**src/rtl/rv_id_stage.sv**
```systemverilog
// RV32I instruction-decode stage: decodes OP/OP-IMM/LUI, reads the 32x32 register
// file with writeback bypass, and holds one decoded instruction for rv_alu.
module rv_id_stage #(
  parameter int XLEN = 32
) (
  input  logic            clk,
  input  logic            rst,
  input  logic            in_valid,
  output logic            in_ready,
  input  logic [31:0]     instr,
  output logic            out_valid,
  input  logic            out_ready,
  output logic [3:0]      op_out,
  output logic [XLEN-1:0] rs1_val,
  output logic [XLEN-1:0] rs2_val,
  output logic [4:0]      rd_addr,
  output logic            rd_we,
  output logic            illegal,
  input  logic            wb_we,
  input  logic [4:0]      wb_addr,
  input  logic [XLEN-1:0] wb_data
);

  localparam logic [6:0] OPC_OP    = 7'b0110011;
  localparam logic [6:0] OPC_OPIMM = 7'b0010011;
  localparam logic [6:0] OPC_LUI   = 7'b0110111;
  localparam logic [6:0] F7_BASE   = 7'b0000000;
  localparam logic [6:0] F7_ALT    = 7'b0100000;

  localparam logic [3:0] ALU_NOP  = 4'd0;
  localparam logic [3:0] ALU_ADD  = 4'd1;
  localparam logic [3:0] ALU_SUB  = 4'd2;
  localparam logic [3:0] ALU_SLL  = 4'd3;
  localparam logic [3:0] ALU_SLT  = 4'd4;
  localparam logic [3:0] ALU_SLTU = 4'd5;
  localparam logic [3:0] ALU_XOR  = 4'd6;
  localparam logic [3:0] ALU_SRL  = 4'd7;
  localparam logic [3:0] ALU_SRA  = 4'd8;
  localparam logic [3:0] ALU_OR   = 4'd9;
  localparam logic [3:0] ALU_AND  = 4'd10;

  function automatic logic [XLEN-1:0] sext12(input logic [11:0] imm);
    logic signed [11:0] s;
    s = imm;
    return XLEN'(s);
  endfunction

  function automatic logic [3:0] base_op(input logic [2:0] f3);
    logic [3:0] op;
    case (f3)
      3'b000:  op = ALU_ADD;
      3'b001:  op = ALU_SLL;
      3'b010:  op = ALU_SLT;
      3'b011:  op = ALU_SLTU;
      3'b100:  op = ALU_XOR;
      3'b101:  op = ALU_SRL;
      3'b110:  op = ALU_OR;
      default: op = ALU_AND;
    endcase
    return op;
  endfunction

  logic [6:0] opc_p0;
  logic [6:0] f7_p0;
  logic [2:0] f3_p0;
  logic [4:0] rs1_a_p0;
  logic [4:0] rs2_a_p0;
  logic [4:0] rd_a_p0;

  assign opc_p0   = instr[6:0];
  assign rd_a_p0  = instr[11:7];
  assign f3_p0    = instr[14:12];
  assign rs1_a_p0 = instr[19:15];
  assign rs2_a_p0 = instr[24:20];
  assign f7_p0    = instr[31:25];

  logic [XLEN-1:0] rf [32];

  logic [3:0]      op_p0;
  logic            ill_p0;
  logic            use_rs1_p0;
  logic            use_rs2_p0;
  logic [XLEN-1:0] imm_p0;
  logic            we_p0;

  always_comb begin
    op_p0      = ALU_NOP;
    ill_p0     = 1'b1;
    use_rs1_p0 = 1'b0;
    use_rs2_p0 = 1'b0;
    imm_p0     = '0;
    case (opc_p0)
      OPC_OP: begin
        use_rs1_p0 = 1'b1;
        use_rs2_p0 = 1'b1;
        if (f7_p0 == F7_BASE) begin
          ill_p0 = 1'b0;
          op_p0  = base_op(f3_p0);
        end else if (f7_p0 == F7_ALT && f3_p0 == 3'b000) begin
          ill_p0 = 1'b0;
          op_p0  = ALU_SUB;
        end else if (f7_p0 == F7_ALT && f3_p0 == 3'b101) begin
          ill_p0 = 1'b0;
          op_p0  = ALU_SRA;
        end
      end
      OPC_OPIMM: begin
        use_rs1_p0 = 1'b1;
        if (f3_p0 == 3'b001 || f3_p0 == 3'b101) begin
          // Shifts take a 5-bit shamt; the upper bits only select logical vs arithmetic.
          imm_p0 = XLEN'(rs2_a_p0);
          if (f7_p0 == F7_BASE) begin
            ill_p0 = 1'b0;
            op_p0  = base_op(f3_p0);
          end else if (f7_p0 == F7_ALT && f3_p0 == 3'b101) begin
            ill_p0 = 1'b0;
            op_p0  = ALU_SRA;
          end
        end else begin
          imm_p0 = sext12(instr[31:20]);
          ill_p0 = 1'b0;
          op_p0  = base_op(f3_p0);
        end
      end
      OPC_LUI: begin
        ill_p0 = 1'b0;
        op_p0  = ALU_ADD;
        imm_p0 = XLEN'({instr[31:12], 12'b0});
      end
      default: ;
    endcase
  end

  assign we_p0 = !ill_p0 && (rd_a_p0 != 5'd0);

  // Register reads see a same-cycle writeback so the consumer never gets a stale value.
  logic [XLEN-1:0] rs1_rd_p0;
  logic [XLEN-1:0] rs2_rd_p0;
  logic [XLEN-1:0] a_p0;
  logic [XLEN-1:0] b_p0;
  logic [4:0]      src1_p0;
  logic [4:0]      src2_p0;
  logic            wb_hit;

  assign wb_hit    = wb_we && (wb_addr != 5'd0);
  assign rs1_rd_p0 = (rs1_a_p0 == 5'd0) ? '0 :
                     (wb_hit && wb_addr == rs1_a_p0) ? wb_data : rf[rs1_a_p0];
  assign rs2_rd_p0 = (rs2_a_p0 == 5'd0) ? '0 :
                     (wb_hit && wb_addr == rs2_a_p0) ? wb_data : rf[rs2_a_p0];
  assign a_p0      = use_rs1_p0 ? rs1_rd_p0 : '0;
  assign b_p0      = use_rs2_p0 ? rs2_rd_p0 : imm_p0;
  assign src1_p0   = (use_rs1_p0 && !ill_p0) ? rs1_a_p0 : 5'd0;
  assign src2_p0   = (use_rs2_p0 && !ill_p0) ? rs2_a_p0 : 5'd0;

  // ---- stage boundary: p0 decode -> p1 output register ----
  logic            vld_p1;
  logic [3:0]      op_p1;
  logic [XLEN-1:0] a_p1;
  logic [XLEN-1:0] b_p1;
  logic [4:0]      rd_p1;
  logic            we_p1;
  logic            ill_p1;
  logic [4:0]      src1_p1;
  logic [4:0]      src2_p1;
  logic            accept;

  assign in_ready = !vld_p1 || out_ready;
  assign accept   = in_valid && in_ready;

  always_ff @(posedge clk) begin
    if (rst) begin
      vld_p1  <= 1'b0;
      op_p1   <= ALU_NOP;
      a_p1    <= '0;
      b_p1    <= '0;
      rd_p1   <= 5'd0;
      we_p1   <= 1'b0;
      ill_p1  <= 1'b0;
      src1_p1 <= 5'd0;
      src2_p1 <= 5'd0;
      for (int i = 0; i < 32; i++) rf[i] <= '0;
    end else begin
      if (wb_hit) rf[wb_addr] <= wb_data;
      if (accept) begin
        vld_p1  <= 1'b1;
        op_p1   <= op_p0;
        a_p1    <= a_p0;
        b_p1    <= b_p0;
        rd_p1   <= rd_a_p0;
        we_p1   <= we_p0;
        ill_p1  <= ill_p0;
        src1_p1 <= src1_p0;
        src2_p1 <= src2_p0;
      end else if (out_ready) begin
        vld_p1 <= 1'b0;
      end else if (vld_p1 && wb_hit) begin
        // Stalled: keep held register operands coherent with later writebacks.
        if (src1_p1 == wb_addr) a_p1 <= wb_data;
        if (src2_p1 == wb_addr) b_p1 <= wb_data;
      end
    end
  end

  assign out_valid = vld_p1;
  assign op_out    = op_p1;
  assign rs1_val   = a_p1;
  assign rs2_val   = b_p1;
  assign rd_addr   = rd_p1;
  assign rd_we     = we_p1;
  assign illegal   = ill_p1;

endmodule

```
**config.mk**
```make
export PLATFORM = sky130hd
export DESIGN_NAME = rv_id_stage
export DESIGN_NICKNAME = d
export VERILOG_FILES = /design/src/rtl/rv_id_stage.sv
export SDC_FILE = /design/constraint.sdc
export NUM_CORES = 2
export LEC_CHECK = 0
export CORE_MARGIN = 1.5
export CORE_UTILIZATION = 31
export CTS_BUF_LIST = sky130_fd_sc_hd__clkbuf_4 sky130_fd_sc_hd__clkbuf_8
export DETAILED_ROUTE_END_ITERATION = 6
export PLACE_DENSITY = 0.55
export SYNTH_ARGS = -nofsm -noshare
export SYNTH_HDL_FRONTEND = slang
export SYNTH_SLANG_ARGS = --single-unit
```
**constraint.sdc**
```tcl
create_clock -name clk -period 5.6 [get_ports clk]
set_clock_uncertainty 0.1 [all_clocks]
set_input_delay 1.12 -clock clk [delete_from_list [all_inputs] [get_ports clk]]
set_output_delay 1.12 -clock clk [all_outputs]
set_load 0.005 [all_outputs]
```
# Word level (Yosys, flattened, before mapping)
# Memories as Yosys holds them, arrays and structs flattened.
# Cells that the tools add are included.
# totals
regBits,86
ram_bits,1024
in_bits,74
output_inout_bits,77
elab_cells,96
mem_count,1
# op_classes
n_eq_ne,15
muxes,43
reduce_logical,28
# memory_table
memory,depth,width,read_ports,rd_clocked_by_memory_dff,wr,line_no,rtl
rf,32,32,2,0,32,77,logic [XLEN-1:0] rf [32];
# op_table
cell,count
32-bit 2-to-1 mux,16
32-bit one-hot mux with 2 select lines,1
32-bit OR reduction,1
4-bit one-hot mux with 7 select lines,1
7-bit by 6-bit equality test with 1-bit output (second input constant),3
5-bit equality test,4
4-bit 2-to-1 mux,5
1-bit 2-to-1 mux,15
5-bit 2-to-1 mux,3
4-bit one-hot mux with 3 select lines,1
1-bit logical AND,10
5-bit zero test,2
5-bit nonzero test,2
3-bit equality test (second input constant),3
2-bit nonzero test,4
7-bit by 5-bit equality test with 1-bit output (second input constant),1
7-bit zero test,1
3-bit by 2-bit equality test with 1-bit output (second input constant),2
3-bit AND reduction,2
3-bit by 1-bit equality test with 1-bit output (second input constant),1
3-bit zero test,1
1-bit one-hot mux with 3 select lines,1
1-bit zero test,2
1-bit logical OR,2
other kinds (2),2

# Logic depth before layout (Yosys ltp)
# logic_depth
depth_word,9
depth_mapped,11
mapped_depth_nobuf,6

# Least setup slack after synthesis
# No wires, ideal clock.
# synth_timing
kind,in2reg
from,input port wb_addr[3]
to,"memory rf[11][0], enable pin"
setup_ps,466
arrival_ps,4429
required_ps,5034
path_slack_ps,606
path_stages,6
n_path_buf,3
path_cell_list,buf_2 > clkinv_1 > or3_1 > clkbuf_1 > clkbuf_1 > o21ai_0
# synth_lines
item,line_no,rtl
from (decl),20,"input logic [4:0] wb_addr,"
to (decl),77,

==> metrics list <==
- Vias per cell: 6.259
* Share of the cycle needed by the critical path after routing: about two thirds
- Top-level I/O count: approximately 150
* Sum of overflow across all layers after global routing: 0
- Post-CTS setup buffer count: 0
- Number of storage elements in the synthesis netlist: about 1100
- Clock tree synthesis inserted a total of around 180 buffers.
- DRC violations left: 0
- Clock latency on the worst-skew pair, taken at its later pin, is 0.95 ns.
- Die Area: 0.1878 mm^2
- Initial antenna violation count: 4
- The critical path goes through clkdlybuf4s50_1 > or3_4 > o21a_1 > buf_4 > nand3b_1 > buf_12 > o21ai_4 > buf_4.
- Detailed placement HPWL: about 130000 um
- The routed design could run at a clock period as short as 3.818 ns.
- After Yosys synthesis, full adders, half adders and majority gates account for 0.08282% of the synthesized area.
- In this run the worst path has a maximum fanout of 66.
- Library cell occupying the most area in the post-synthesis netlist: sky130_fd_sc_hd__edfxtp_1
* Count of flip-flops with a built-in enable after synthesis: ~1000
* Utilization after layout: 35.84%
- The clock passes through at most 3 buffers.
- Number of DRC markers in iteration 0: ~5500
- Post-CTS Resized: 0
- The cell count after synthesis came out at roughly 4000.
* Post-Place Setup Slack: 1.024 ns
* Count of input and output buffers: 150
* Main area contributors after synthesis: sky130_fd_sc_hd__edfxtp_1 (54%), sky130_fd_sc_hd__mux4_2 (21%), sky130_fd_sc_hd__nor3_1 (8.7%)
* CTS HTree Levels: 4
- Entering global routing, the biggest net connects 161 pins.
* Internal reg-to-reg setup slack: roughly 2.7 ns
- Worst relative slew slack: under 10%
- Hold repair after CTS inserted 0 buffers.
* Post-synthesis cell type count: 65
- Drt total wl: 218300 um
- The largest individual stage delay along the critical path comes from the cell sky130_fd_sc_hd__o21ai_4.
- The max-slew violation count was 0.
- CP endpoint kind: flip-flop
* Remaining antenna violation count: 0
* Worst supply voltage drop on vdd: between 0.2 and 0.3 mV
- By area, the combinational part of the netlist is dominated by multiplexers.
* First-pass GRT wire length: around 310000 um
- The pre-antenna-repair detailed-routing pass consisted of 5 iterations.
* Layout cells sized above 1: between 20% and 30%
* Required @ worst endpoint: 6.06 ns
- In the final routed layout, each cell accounts on average for between 30 and 40 um.
- Counting stages on the worst path, the most repeated cell is sky130_fd_sc_hd__buf_4.
- Die extent in x: 433.3 um
- For the pin with the worst max-slew slack, the measured transition is 1.407 ns.
- Derived from the worst setup path, the maximum achievable clock frequency is about 0.26 GHz.
* Root cell of the clock tree: sky130_fd_sc_hd__clkbuf_8
* Share of synthesized cell area in and, or, nand and nor gates: between 10% and 20%
- At the worst endpoint, the arrival time is around 4.3 ns.
- Complex-gate fraction of the synthesized area: under 10%
- Nature of the critical path startpoint: input pin
- The setup path with the least slack is of type input pin to flip-flop.
- For this configuration, the core starts out at a cell density of roughly 31%.
* Overall global routing resource usage: 22.85%
- Setup_tns: 0 ns
- For this design the ratio of total power to cell area is roughly 300 mW/mm^2.
* Number of global-route vias before repair: 40800
* Sequential share of the synthesized area: a little under three fifths
* RSZ-0062 raised after global routing: false
- Final WS setup: roughly 1.8 ns
- The portion of synthesized area spent on multiplexers is a little under a quarter.
- TritonCTS built the clock tree.
- Die span in y: ~430 um
* Post-Synthesis Mean Instance Area: 14.40 um^2
- Final weighted congestion of routability-driven global placement: 0.8809
* Number of vias in the routed layout: about 41000
- Kind of path behind the tightest hold check: flip-flop to flip-flop
* Yosys synthesis warning count: 0
- Setup violations remaining at the end of the flow were counted as 0.
- Clock sinks: approximately 1100
- In this run the standard cell core region covers 0.1835 mm^2.
- Primary FF master, synth: sky130_fd_sc_hd__edfxtp_1
* Standby leakage power: slightly below 20 nW
- Number of endpoints with negative hold slack in the final report: 0
* Run status: completed
- Share of the synthesized area in the top cell type: between 50% and 60%
- Of all flip-flops after synthesis, the portion carrying an async set or reset was 0%.
- The floorplan has 157 rows.
* Layout Nets: between 4000 and 5000
- Total power after layout: 19.74 mW
* Post-synth design cell area: ~0.057 mm^2
- Reg clk slew, reported paths: 0.06 ns
* Synth Area in XOR/XNOR: less than 1%
- # Max-Cap Violations: 0
- Synthesis-to-layout area growth: 14.52%
- Delay of the slowest cell on the worst path: between 0.7 and 0.8 ns
==> layer usage <==
layer	track usage (%)	wire (um)	up-vias
li1	-	-	16340
met1	30.32	83710	21840
met2	36.32	103200	2679
met3	4.946	22350	453
met4	9.295	9018	4
met5	0	23	-
==> cells by family (layout without fill, tap and decap cells) <==
kind of cell               after synthesis  after routing
AOI/OAI and AO/OA                      405            405
xor gates and xnor gates                22             22
adders and majority gates                4              4
buffers and inverters                  592            707
DFF                                   1110           1110
muxes                                  622            622
other                                    1             35
and+or+nand+nor                       1232           1232
==> cell type report <==
type                    count  area [um^2]
well taps                2464         3083
flip-flops and latches   1110        32470
clock inverters            67        486.7
diodes                      3        7.507
inverters                  42        157.7
fillers                 17620       117700
repair buffers            333         3222
clock buffers             265         3234
multi-input cells        2317        23090
==> state kept, by name, indices dropped and copies added, names as in the netlist <==
register,count
op_out,4
illegal,1
out_valid,1
rf,1024
rd_addr,5
rs1_val,32
rd_we,1
src1_p1,5
src2_p1,5
rs2_val,32
==> worst max-delay path: cells and delay by family <==
family	cells	cell delay, ns
AO/OA/AOI/OAI	2	0.96
AND/OR/NAND/NOR	2	0.56
buffers and inverters	4	1.49
==> power breakdown <==
group | internal [mW] | switching [mW] | leakage [nW]
Sequential | 9.48 | 0.241 | 10.4
Combinational | 0.963 | 1.56 | 7.13
Clock | 3.95 | 3.56 | 1.96
Total | 14.4 | 5.35 | 19.5
==> cells in the mapped netlist (all sizes together) (14+ instances only) <==
master	n
a21boi	21
a21oi	14
a221oi	43
a22oi	31
and3	25
buf	134
clkbuf	416
dfxtp	86
edfxtp	1024
inv	32
mux2i	59
mux4	550
nand2	94
nor2	50
nor3	998
o2111ai	39
o21ai	67
o221ai	28
o22ai	82
o311ai	32
==> path summary, 6_finish.rpt <==
check                                              from                        to  cells after the start
worst min register to register  rd_addr[0]$_SDFFE_PP0P_   rd_addr[0]$_SDFFE_PP0P_                      2
worst min-delay path            rd_addr[0]$_SDFFE_PP0P_   rd_addr[0]$_SDFFE_PP0P_                      2
worst max-delay path                         wb_addr[4]    rf[8][0]$_SDFFCE_PN0P_                      8
worst max register to register   out_valid$_SDFFE_PP0P_  rs2_val[12]$_SDFFE_PP0P_                      8
==> metrics by stage <==
| step | area, um^2 | hold slack (ns) | cells |
|---|---|---|---|
| floorplan | 57530 | 0.3437 | 4019 |
| global placement | 62020 | 0.3437 | 6266 |
| detailed placement | 62020 | 0.3506 | 6266 |
| CTS | 65740 | 0.3594 | 6598 |
| global route | 65750 | 0.3862 | 6601 |
| finish | 65750 | 0.3594 | 6601 |
==> cell usage in the layout, fill, tap and decap left out, types with 50 or more instances in the layout <==
master                            count
sky130_fd_sc_hd__mux2i_1             59
sky130_fd_sc_hd__dfxtp_1             86
sky130_fd_sc_hd__nor2_1              50
sky130_fd_sc_hd__edfxtp_1          1024
sky130_fd_sc_hd__clkdlybuf4s50_1    140
sky130_fd_sc_hd__clkbuf_8           199
sky130_fd_sc_hd__o22ai_1             82
sky130_fd_sc_hd__mux4_2             547
sky130_fd_sc_hd__buf_4              157
sky130_fd_sc_hd__nor3_1             997
sky130_fd_sc_hd__clkbuf_4            66
sky130_fd_sc_hd__nand2_1             93
Power figures use the tool's default switching activity.
